File: config.mk
export PLATFORM = sky130hd
export DESIGN_NAME = font_render_scheduler_flat
export DESIGN_NICKNAME = d
export VERILOG_FILES = /design/src/rtl/font_render_scheduler_pkg.sv /design/src/rtl/font_render_scheduler_if.sv /design/src/rtl/font_render_scheduler_render_cursor.sv /design/src/rtl/font_render_scheduler.sv /design/src/flat_wrapper.sv
export SDC_FILE = /design/constraint.sdc
export NUM_CORES = 1
export LEC_CHECK = 0
export BUFFER_PORTS_ARGS = -buffer_cell sky130_fd_sc_hd__clkbuf_2
export CORE_ASPECT_RATIO = 2
export CORE_MARGIN = 2
export CORE_UTILIZATION = 30
export DETAILED_ROUTE_END_ITERATION = 6
export GPL_TIMING_DRIVEN = 0
export SYNTH_ARGS = -nofsm -noshare
export SYNTH_HDL_FRONTEND = slang
export SYNTH_SLANG_ARGS = --single-unit
export TNS_END_PERCENT = 100
File: constraint.sdc
create_clock -name clk -period 3.6 [get_ports clk]
set_input_delay 0.72 -clock clk [delete_from_list [all_inputs] [get_ports clk]]
set_output_delay 0.72 -clock clk [all_outputs]
set_load 0.02 [all_outputs]
File: src/rtl/font_render_scheduler_pkg.sv
// Shared types for the font render scheduler.
//   CharGrid_t     : one text-buffer cell (glyph code plus colours)
//   SramAddress_t  : pixel word address in the framebuffer SRAM
//   SramRequest_t  : single SRAM access (active-high den, active-low we_n/oe_n)
//   SchedState_t   : scheduler FSM state, also exported as a debug output
// Console geometry defaults live here; the top exposes them as parameters.
package font_render_scheduler_pkg;

    localparam int DEF_COLUMNS     = 80;
    localparam int DEF_ROWS        = 30;
    localparam int DEF_CHAR_W      = 8;
    localparam int DEF_CHAR_H      = 16;
    localparam int DEF_LINE_STRIDE = 640;
    localparam int DEF_BUF0_BASE   = 0;
    localparam int DEF_BUF1_BASE   = 307200;

    // Two 640x480 buffers need 614400 words, which fits in 20 bits.
    localparam int SRAM_AW = 20;

    typedef logic [SRAM_AW-1:0] SramAddress_t;

    typedef struct packed {
        logic [7:0] code;
        logic [3:0] fg;
        logic [3:0] bg;
    } CharGrid_t;

    typedef struct packed {
        logic         den;
        logic         we_n;
        logic         oe_n;
        SramAddress_t address;
    } SramRequest_t;

    typedef enum logic [2:0] {
        ST_IDLE,
        ST_FETCH,
        ST_LATCH,
        ST_RENDER,
        ST_RELEASE,
        ST_FINISH
    } SchedState_t;

    localparam SramRequest_t SRAM_IDLE = '{den: 1'b0, we_n: 1'b1, oe_n: 1'b1, address: '0};

endpackage

File: src/rtl/font_render_scheduler_if.sv
// Bus between the scheduler and its surroundings (request source, text
// buffer, renderer and SRAM). The master modport is the scheduler side.
//
// Handshake: frameStart and cellReq are single-cycle request pulses with no
// back-pressure; the scheduler records them and reports progress on busy.
// cellData answers cellAddr one cycle later. The renderer runs while
// rendererRst is high and signals completion with rendererDone; rendererReq is
// forwarded to ramRequest only while the renderer is released.
interface font_render_scheduler_if;

    logic                                       frameStart;
    logic                                       cellReq;
    logic [6:0]                                 cellReqCol;
    logic [4:0]                                 cellReqRow;
    logic [11:0]                                cellAddr;
    font_render_scheduler_pkg::CharGrid_t       cellData;
    font_render_scheduler_pkg::CharGrid_t       grid;
    font_render_scheduler_pkg::SramAddress_t    baseAddress;
    logic                                       rendererRst;
    logic                                       rendererDone;
    font_render_scheduler_pkg::SramRequest_t    rendererReq;
    font_render_scheduler_pkg::SramRequest_t    ramRequest;
    logic                                       displaySel;
    logic                                       busy;
    logic                                       frameDone;
    font_render_scheduler_pkg::SchedState_t     stateDbg;

    modport master (
        input  frameStart, cellReq, cellReqCol, cellReqRow, cellData,
               rendererDone, rendererReq,
        output cellAddr, grid, baseAddress, rendererRst, ramRequest,
               displaySel, busy, frameDone, stateDbg
    );

    modport slave (
        output frameStart, cellReq, cellReqCol, cellReqRow, cellData,
               rendererDone, rendererReq,
        input  cellAddr, grid, baseAddress, rendererRst, ramRequest,
               displaySel, busy, frameDone, stateDbg
    );

endinterface

File: src/rtl/font_render_scheduler_render_cursor.sv
// Column/row cursor over the character console.
//   clk, rst          : clock, asynchronous active-low reset
//   load              : load loadCol/loadRow (start of a job)
//   advance           : step to the next cell in raster order
//   col, row          : current cell
//   lastCell          : cursor sits on the bottom-right cell
module font_render_scheduler_render_cursor #(
    parameter int COLUMNS = 80,
    parameter int ROWS    = 30
) (
    input  logic       clk,
    input  logic       rst,
    input  logic       load,
    input  logic [6:0] loadCol,
    input  logic [4:0] loadRow,
    input  logic       advance,
    output logic [6:0] col,
    output logic [4:0] row,
    output logic       lastCell
);

    always_ff @(posedge clk or negedge rst) begin
        if (!rst) begin
            col <= '0;
            row <= '0;
        end else if (load) begin
            col <= loadCol;
            row <= loadRow;
        end else if (advance) begin
            if (col == 7'(COLUMNS - 1)) begin
                col <= '0;
                row <= (row == 5'(ROWS - 1)) ? '0 : row + 5'd1;
            end else begin
                col <= col + 7'd1;
            end
        end
    end

    assign lastCell = (col == 7'(COLUMNS - 1)) && (row == 5'(ROWS - 1));

endmodule

File: src/rtl/font_render_scheduler.sv
// Font render scheduler: walks the console (whole frame or one cell), fetches
// each cell from the text buffer, drives the per-cell renderer and gates its
// SRAM request. Whole frames render into the hidden buffer and flip it.
//   clk  : clock
//   rst  : asynchronous reset, active low
//   bus  : font_render_scheduler_if.master (requests, text buffer, renderer,
//          SRAM, status and FSM state for debug)
module font_render_scheduler
    import font_render_scheduler_pkg::*;
#(
    parameter int COLUMNS     = DEF_COLUMNS,
    parameter int ROWS        = DEF_ROWS,
    parameter int CHAR_W      = DEF_CHAR_W,
    parameter int CHAR_H      = DEF_CHAR_H,
    parameter int LINE_STRIDE = DEF_LINE_STRIDE,
    parameter int BUF0_BASE   = DEF_BUF0_BASE,
    parameter int BUF1_BASE   = DEF_BUF1_BASE
) (
    input  logic                    clk,
    input  logic                    rst,
    font_render_scheduler_if.master bus
);

    SchedState_t state, stateNext;

    logic       isFull;        // current job is a whole frame
    logic       target;        // framebuffer the current job writes
    logic       fullPending;
    logic       singlePending;
    logic [6:0] pendCol;
    logic [4:0] pendRow;

    logic       cellValid;
    logic       startFull;
    logic       startSingle;
    logic       jobLast;
    logic [6:0] curCol;
    logic [4:0] curRow;
    logic       cursorLast;

    assign cellValid   = bus.cellReq && (bus.cellReqCol < 7'(COLUMNS)) && (bus.cellReqRow < 5'(ROWS));
    // Pulses arriving in IDLE are served directly, so a same-cycle pair is not lost.
    assign startFull   = (state == ST_IDLE) && (fullPending || bus.frameStart);
    assign startSingle = (state == ST_IDLE) && !startFull && (singlePending || cellValid);
    assign jobLast     = isFull ? cursorLast : 1'b1;

    font_render_scheduler_render_cursor #(
        .COLUMNS (COLUMNS),
        .ROWS    (ROWS)
    ) u_cursor (
        .clk      (clk),
        .rst      (rst),
        .load     (startFull || startSingle),
        .loadCol  (startFull ? 7'd0 : (cellValid ? bus.cellReqCol : pendCol)),
        .loadRow  (startFull ? 5'd0 : (cellValid ? bus.cellReqRow : pendRow)),
        .advance  ((state == ST_RELEASE) && isFull && !cursorLast),
        .col      (curCol),
        .row      (curRow),
        .lastCell (cursorLast)
    );

    // State register
    always_ff @(posedge clk or negedge rst) begin
        if (!rst) begin
            state <= ST_IDLE;
        end else begin
            state <= stateNext;
        end
    end

    // Next-state logic
    always_comb begin
        stateNext = state;
        case (state)
            ST_IDLE:    if (startFull || startSingle) stateNext = ST_FETCH;
            ST_FETCH:   stateNext = ST_LATCH;
            ST_LATCH:   stateNext = ST_RENDER;
            ST_RENDER:  if (bus.rendererDone) stateNext = ST_RELEASE;
            ST_RELEASE: stateNext = jobLast ? ST_FINISH : ST_FETCH;
            ST_FINISH:  stateNext = ST_IDLE;
            default:    stateNext = ST_IDLE;
        endcase
    end

    // Outputs decoded from state
    always_comb begin
        bus.rendererRst = (state == ST_RENDER);
        bus.ramRequest  = (state == ST_RENDER) ? bus.rendererReq : SRAM_IDLE;
        // Pending work keeps busy up across the IDLE cycle between jobs.
        bus.busy        = (state != ST_IDLE) || fullPending || singlePending;
        bus.cellAddr    = 12'(int'(curRow) * COLUMNS + int'(curCol));
        bus.stateDbg    = state;
    end

    // Job bookkeeping, latched cell and framebuffer selection
    always_ff @(posedge clk or negedge rst) begin
        if (!rst) begin
            isFull          <= 1'b0;
            target          <= 1'b0;
            fullPending     <= 1'b0;
            singlePending   <= 1'b0;
            pendCol         <= '0;
            pendRow         <= '0;
            bus.grid        <= '0;
            bus.baseAddress <= SramAddress_t'(BUF0_BASE);
            bus.displaySel  <= 1'b0;
            bus.frameDone   <= 1'b0;
        end else begin
            bus.frameDone <= (state == ST_FINISH) && isFull;
            if ((state == ST_FINISH) && isFull) begin
                bus.displaySel <= ~bus.displaySel;
            end

            if (startFull) begin
                isFull        <= 1'b1;
                target        <= ~bus.displaySel;
                fullPending   <= 1'b0;
                // An older single request is covered by the frame; one arriving now is kept.
                singlePending <= cellValid;
            end else if (startSingle) begin
                isFull        <= 1'b0;
                target        <= bus.displaySel;
                singlePending <= 1'b0;
            end else begin
                if (bus.frameStart) fullPending <= 1'b1;
                if (cellValid) singlePending <= 1'b1;
            end

            if (cellValid && !startSingle) begin
                pendCol <= bus.cellReqCol;
                pendRow <= bus.cellReqRow;
            end

            if (state == ST_LATCH) begin
                bus.grid        <= bus.cellData;
                bus.baseAddress <= (target ? SramAddress_t'(BUF1_BASE) : SramAddress_t'(BUF0_BASE))
                                 + SramAddress_t'(curRow) * SramAddress_t'(CHAR_H * LINE_STRIDE)
                                 + SramAddress_t'(curCol) * SramAddress_t'(CHAR_W);
            end
        end
    end

endmodule

File: src/flat_wrapper.sv
// flat-port wrapper written by rule: the top's interface ports become plain ports
module font_render_scheduler_flat import font_render_scheduler_pkg::*;
#(
    parameter int COLUMNS     = DEF_COLUMNS,
    parameter int ROWS        = DEF_ROWS,
    parameter int CHAR_W      = DEF_CHAR_W,
    parameter int CHAR_H      = DEF_CHAR_H,
    parameter int LINE_STRIDE = DEF_LINE_STRIDE,
    parameter int BUF0_BASE   = DEF_BUF0_BASE,
    parameter int BUF1_BASE   = DEF_BUF1_BASE
)
  (clk, rst, bus_frameStart, bus_cellReq, bus_cellReqCol, bus_cellReqRow, bus_cellData, bus_rendererDone, bus_rendererReq, bus_cellAddr, bus_grid, bus_baseAddress, bus_rendererRst, bus_ramRequest, bus_displaySel, bus_busy, bus_frameDone, bus_stateDbg);
  font_render_scheduler_if bus_i ();
  input  logic clk;
  input  logic rst;
  input wire logic [$bits(bus_i.frameStart)-1:0] bus_frameStart;
  input wire logic [$bits(bus_i.cellReq)-1:0] bus_cellReq;
  input wire logic [$bits(bus_i.cellReqCol)-1:0] bus_cellReqCol;
  input wire logic [$bits(bus_i.cellReqRow)-1:0] bus_cellReqRow;
  input wire logic [$bits(bus_i.cellData)-1:0] bus_cellData;
  input wire logic [$bits(bus_i.rendererDone)-1:0] bus_rendererDone;
  input wire logic [$bits(bus_i.rendererReq)-1:0] bus_rendererReq;
  output wire logic [$bits(bus_i.cellAddr)-1:0] bus_cellAddr;
  output wire logic [$bits(bus_i.grid)-1:0] bus_grid;
  output wire logic [$bits(bus_i.baseAddress)-1:0] bus_baseAddress;
  output wire logic [$bits(bus_i.rendererRst)-1:0] bus_rendererRst;
  output wire logic [$bits(bus_i.ramRequest)-1:0] bus_ramRequest;
  output wire logic [$bits(bus_i.displaySel)-1:0] bus_displaySel;
  output wire logic [$bits(bus_i.busy)-1:0] bus_busy;
  output wire logic [$bits(bus_i.frameDone)-1:0] bus_frameDone;
  output wire logic [$bits(bus_i.stateDbg)-1:0] bus_stateDbg;
  assign bus_i.frameStart = bus_frameStart;
  assign bus_i.cellReq = bus_cellReq;
  assign bus_i.cellReqCol = bus_cellReqCol;
  assign bus_i.cellReqRow = bus_cellReqRow;
  assign bus_i.cellData = bus_cellData;
  assign bus_i.rendererDone = bus_rendererDone;
  assign bus_i.rendererReq = bus_rendererReq;
  assign bus_cellAddr = bus_i.cellAddr;
  assign bus_grid = bus_i.grid;
  assign bus_baseAddress = bus_i.baseAddress;
  assign bus_rendererRst = bus_i.rendererRst;
  assign bus_ramRequest = bus_i.ramRequest;
  assign bus_displaySel = bus_i.displaySel;
  assign bus_busy = bus_i.busy;
  assign bus_frameDone = bus_i.frameDone;
  assign bus_stateDbg = bus_i.stateDbg;
  font_render_scheduler #(.COLUMNS(COLUMNS), .ROWS(ROWS), .CHAR_W(CHAR_W), .CHAR_H(CHAR_H), .LINE_STRIDE(LINE_STRIDE), .BUF0_BASE(BUF0_BASE), .BUF1_BASE(BUF1_BASE)) u_core (.clk(clk), .rst(rst), .bus(bus_i));
endmodule
==> flow_summary_export.csv <==
group,metric,value,unit
cts,numClockSinks,65,
cells_and_area,syn_to_final_growth,32.0,%
synth,yosys_register_bits,65,
timing,setup_viol,0,
synth,ys_seq_area_share,42.7,%
die,io_pins,134,
detailed_routing,dr.pass1.iters,4,
timing,relSlewSlack,59.7,%
power,p_leak,2.61,nW
critical_path,rr_startpoint,"u_core.u_cursor.row[3]",
detailed_routing,dr_total_vias,3440,
synth,syn_inst,420,
critical_path,worstSetupPathType,"flop to output pin",
cts,ctsHtreeMaxLevel,3,
critical_path,cp_max_fo,9,
global_route,grt_max_degree,61,
detailed_routing,first_iter_violations,119,
timing,fin_skew,0.00504,ns
detailed_routing,ant_nets,0,
global_route,grt_pass1_vias,3429,
timing,slew_viol_final,0,
cells_and_area,antennaDiodeCount,0,
synth,post_synth_num_cell_types,53,
run_status,status,"complete, no violations",
die,die_w,83.7,um
critical_path,end_kind,"output pin",
critical_path,rrSetupSlack,1.00,ns
run,cap_violations,0,
cts,path_clk_slew,0.06,ns
placement,dpl.cell_count,703,
critical_path,worstPathRequired,2.88,ns
detailed_routing,wl,10500,um
cts,clockBufferDepth,2,
critical_path,timing.rr.end,"u_core.bus.baseAddress[18]",
critical_path,startpoint_type,"flop",
cts,clk_latency,0.33,ns
timing,max_freq,296,MHz
synth,syn-cell-area,3810,um^2
global_route,track_usage,15.7,%
placement,gp_congestion,0.781,
synth,synth_edf_count,0,
die,core,12500,um^2
cts,cts_hold_buf,0,
min_path,hold_path.class,"primary input to asynchronous set/reset pin",
critical_path,r2r_cells,9,
cts,tritoncts,"yes",
synth,async_flop_share,100,%
die,die_h,163,um
global_route,grt_remaining_overflow,0,
die,start_util,30.5,%
placement,portBuffers,129,
synth,synth_ff_type,"dfrtp_1",
power,peakVddDrop,0.353,mV
timing,period_minus_slack,3.38,ns
cells_and_area,final_nets,639,
cells_and_area,drive_gt1_share,32.2,%
global_route,grt_pass1_wl,17100,um
cells_and_area,nFillCells,1302,
cts,cts_buffers,9,
synth,yosysWarnings,0,
timing,rsz0062_at_grt,"no",
power,cellPowerDensity,858,nW/um^2
synth,syn_avg_cell_area,9.07,um^2
placement,dp_hpwl,8300,um
detailed_routing,drc_errors,0,
critical_path,worstPathArrival,2.66,ns
timing,tns,0,ns
timing,worst_slew_pin_slew,0.601,ns
cts,root_buffer,"clkbuf_16",
cells_and_area,layout.cells.non_filler,719,
timing,timing.final.crit_share,93.8,%
detailed_routing,vias_per_cell,4.78,
die,std_cell_rows,58,
die,die_area,13700,um^2
detailed_routing,post_drt_wl_per_cell,14.6,um
global_route,antenna_found_initial,0,
timing,hold_viol,0,
-- what timing repair did --
action                     CTS  global route
hold endpoints to repair     0             0
setup endpoints to repair    1             1
resized for setup            2             3
cloned                       0             0
pin swaps                    0             0
buffers inserted             0             0
-- flip-flops by register name, summed over array words and instances (netlist names) --
register and cells:
u_core.bus.displaySel 1, u_core.pendCol 7, u_core.bus.grid 16, u_core.bus.baseAddress 16, u_core.bus.frameDone 1, u_core.fullPending 1
u_core.target 1, u_core.isFull 1, u_core.pendRow 5, u_core.u_cursor.col 7, u_core.u_cursor.row 5, u_core.bus.stateDbg 3
u_core.singlePending 1
-- through the flow --
step	area, um^2	worst slack, ns	utilization [%]	power (mW)	hold WS, ns
3_5_place_dp	4680	0.320	37.5	3.42	0.467
2_1_floorplan	3820	0.505	-	2.71	0.424
5_1_grt	5030	0.0233	40.3	4.65	0.225
3_3_place_gp	4650	0.309	37.3	3.37	0.456
4_1_cts	5010	0.0456	40.2	4.38	0.221
6_report	5030	0.223	40.3	4.31	0.226
-- final cells by class --
cell class | instances | area [um^2] | area share (%)
buffer | 30 | 159 | 3.16
clock buffer | 11 | 253 | 5.03
clock inverter | 5 | 62.6 | 1.24
inverter | 11 | 41.3 | 0.821
multi-input combinational | 317 | 2020 | 40.2
sequential | 65 | 1630 | 32.4
tap | 150 | 188 | 3.73
timing repair buffer | 130 | 676 | 13.4
-- worst max-delay path, stage by stage (launching register included) --
cell	delay, ns
dfrtp_1	0.47
ha_1	0.32
ha_1	0.23
fa_2	0.40
xnor2_4	0.26
nor2_1	0.06
mux2i_1	0.27
o32ai_2	0.13
clkbuf_2	0.18
-- metal layers --
| metal | routed length (um) | GRT usage (%) | vias up |
|---|---|---|---|
| met5 | 0 | 0 | - |
| met4 | 354 | 7.48 | 0 |
| met3 | 362 | 3.13 | 22 |
| met2 | 5760 | 28.7 | 82 |
| met1 | 4020 | 17.0 | 1610 |
| li1 | - | - | 1726 |
-- power by group --
group          total, mW  switching (mW)  internal [mW]
clock network      0.918           0.341          0.577
registers           1.22           0.219           1.01
logic               2.17            1.37          0.806
-- synth_stat cells (2+ instances only) --
cell | instances | area (um^2)
xor2_1 | 4 | 35.0
o221a_2 | 2 | 22.5
xnor2_1 | 9 | 78.8
nand4_1 | 8 | 50.1
nand2_1 | 97 | 364
and3_1 | 9 | 56.3
nor2_1 | 20 | 75.1
nor3_1 | 7 | 35.0
buf_2 | 3 | 15.0
a22oi_1 | 2 | 15.0
mux2_4 | 9 | 135
o22a_1 | 2 | 17.5
fa_1 | 3 | 60.1
a31oi_1 | 9 | 56.3
buf_4 | 9 | 67.6
dfrtp_1 | 65 | 1630
nand3_1 | 11 | 55.1
or3_1 | 4 | 25.0
o22ai_1 | 5 | 31.3
inv_1 | 11 | 41.3
nor3b_1 | 2 | 15.0
clkbuf_1 | 16 | 60.1
a21oi_1 | 20 | 100
and2_1 | 22 | 138
a21o_1 | 5 | 37.5
o21ai_0 | 19 | 95.1
ha_1 | 16 | 200
mux2i_1 | 4 | 40.0
mux2_2 | 3 | 33.8
-- cells by family after synthesis --
| family | share of synthesized area (%) |
|---|---|
| flops | 42.7 |
| fa+ha+maj | 6.83 |
| mux | 5.49 |
| simple gates | 23.7 |
| xor+xnor | 2.99 |
| compound gates | 13.0 |
| buf+inv | 5.26 |
| other cells | 0.0985 |
-- placed cells by master, fill, tap and decap left out, types with 2 or more instances in the layout --
cell type and count:
buf_2 3, dfrtp_1 64, o22ai_1 5, clkbuf_16 9, o21ai_0 19, xnor2_1 8, inv_1 11, nand2_1 97
xor2_1 4, mux2_4 9, nor3_1 7, nor3b_1 2, a21oi_1 20, mux2_2 3, nor2_1 20, a21o_1 5
fa_1 2, ha_1 16, clkbuf_2 129, mux2i_1 4, a22oi_1 2, o22a_1 2, and2_1 22, clkbuf_1 16
nand3_1 11, a31oi_1 9, and3_1 9, or3_1 4, buf_4 9, nand4_1 8, clkbuf_8 2, clkinvlp_4 2
o221a_2 2, conb_1 4
-- how the worst max path moves through the flow --
stage | to | start | cells past startpoint | slack [ns]
2_1_floorplan | bus_cellAddr[11] | u_core.u_cursor.row[1] | 7 | 0.51
3_3_place_gp | bus_cellAddr[11] | u_core.u_cursor.row[1] | 8 | 0.31
3_5_place_dp | bus_cellAddr[11] | u_core.u_cursor.row[1] | 8 | 0.32
4_1_cts | bus_cellAddr[11] | u_core.u_cursor.row[1] | 8 | 0.05
5_1_grt | bus_cellAddr[11] | u_core.u_cursor.row[3] | 8 | 0.02
6_report | bus_cellAddr[11] | u_core.u_cursor.row[3] | 8 | 0.22
Note: power is estimated with default switching activity, not from simulation.
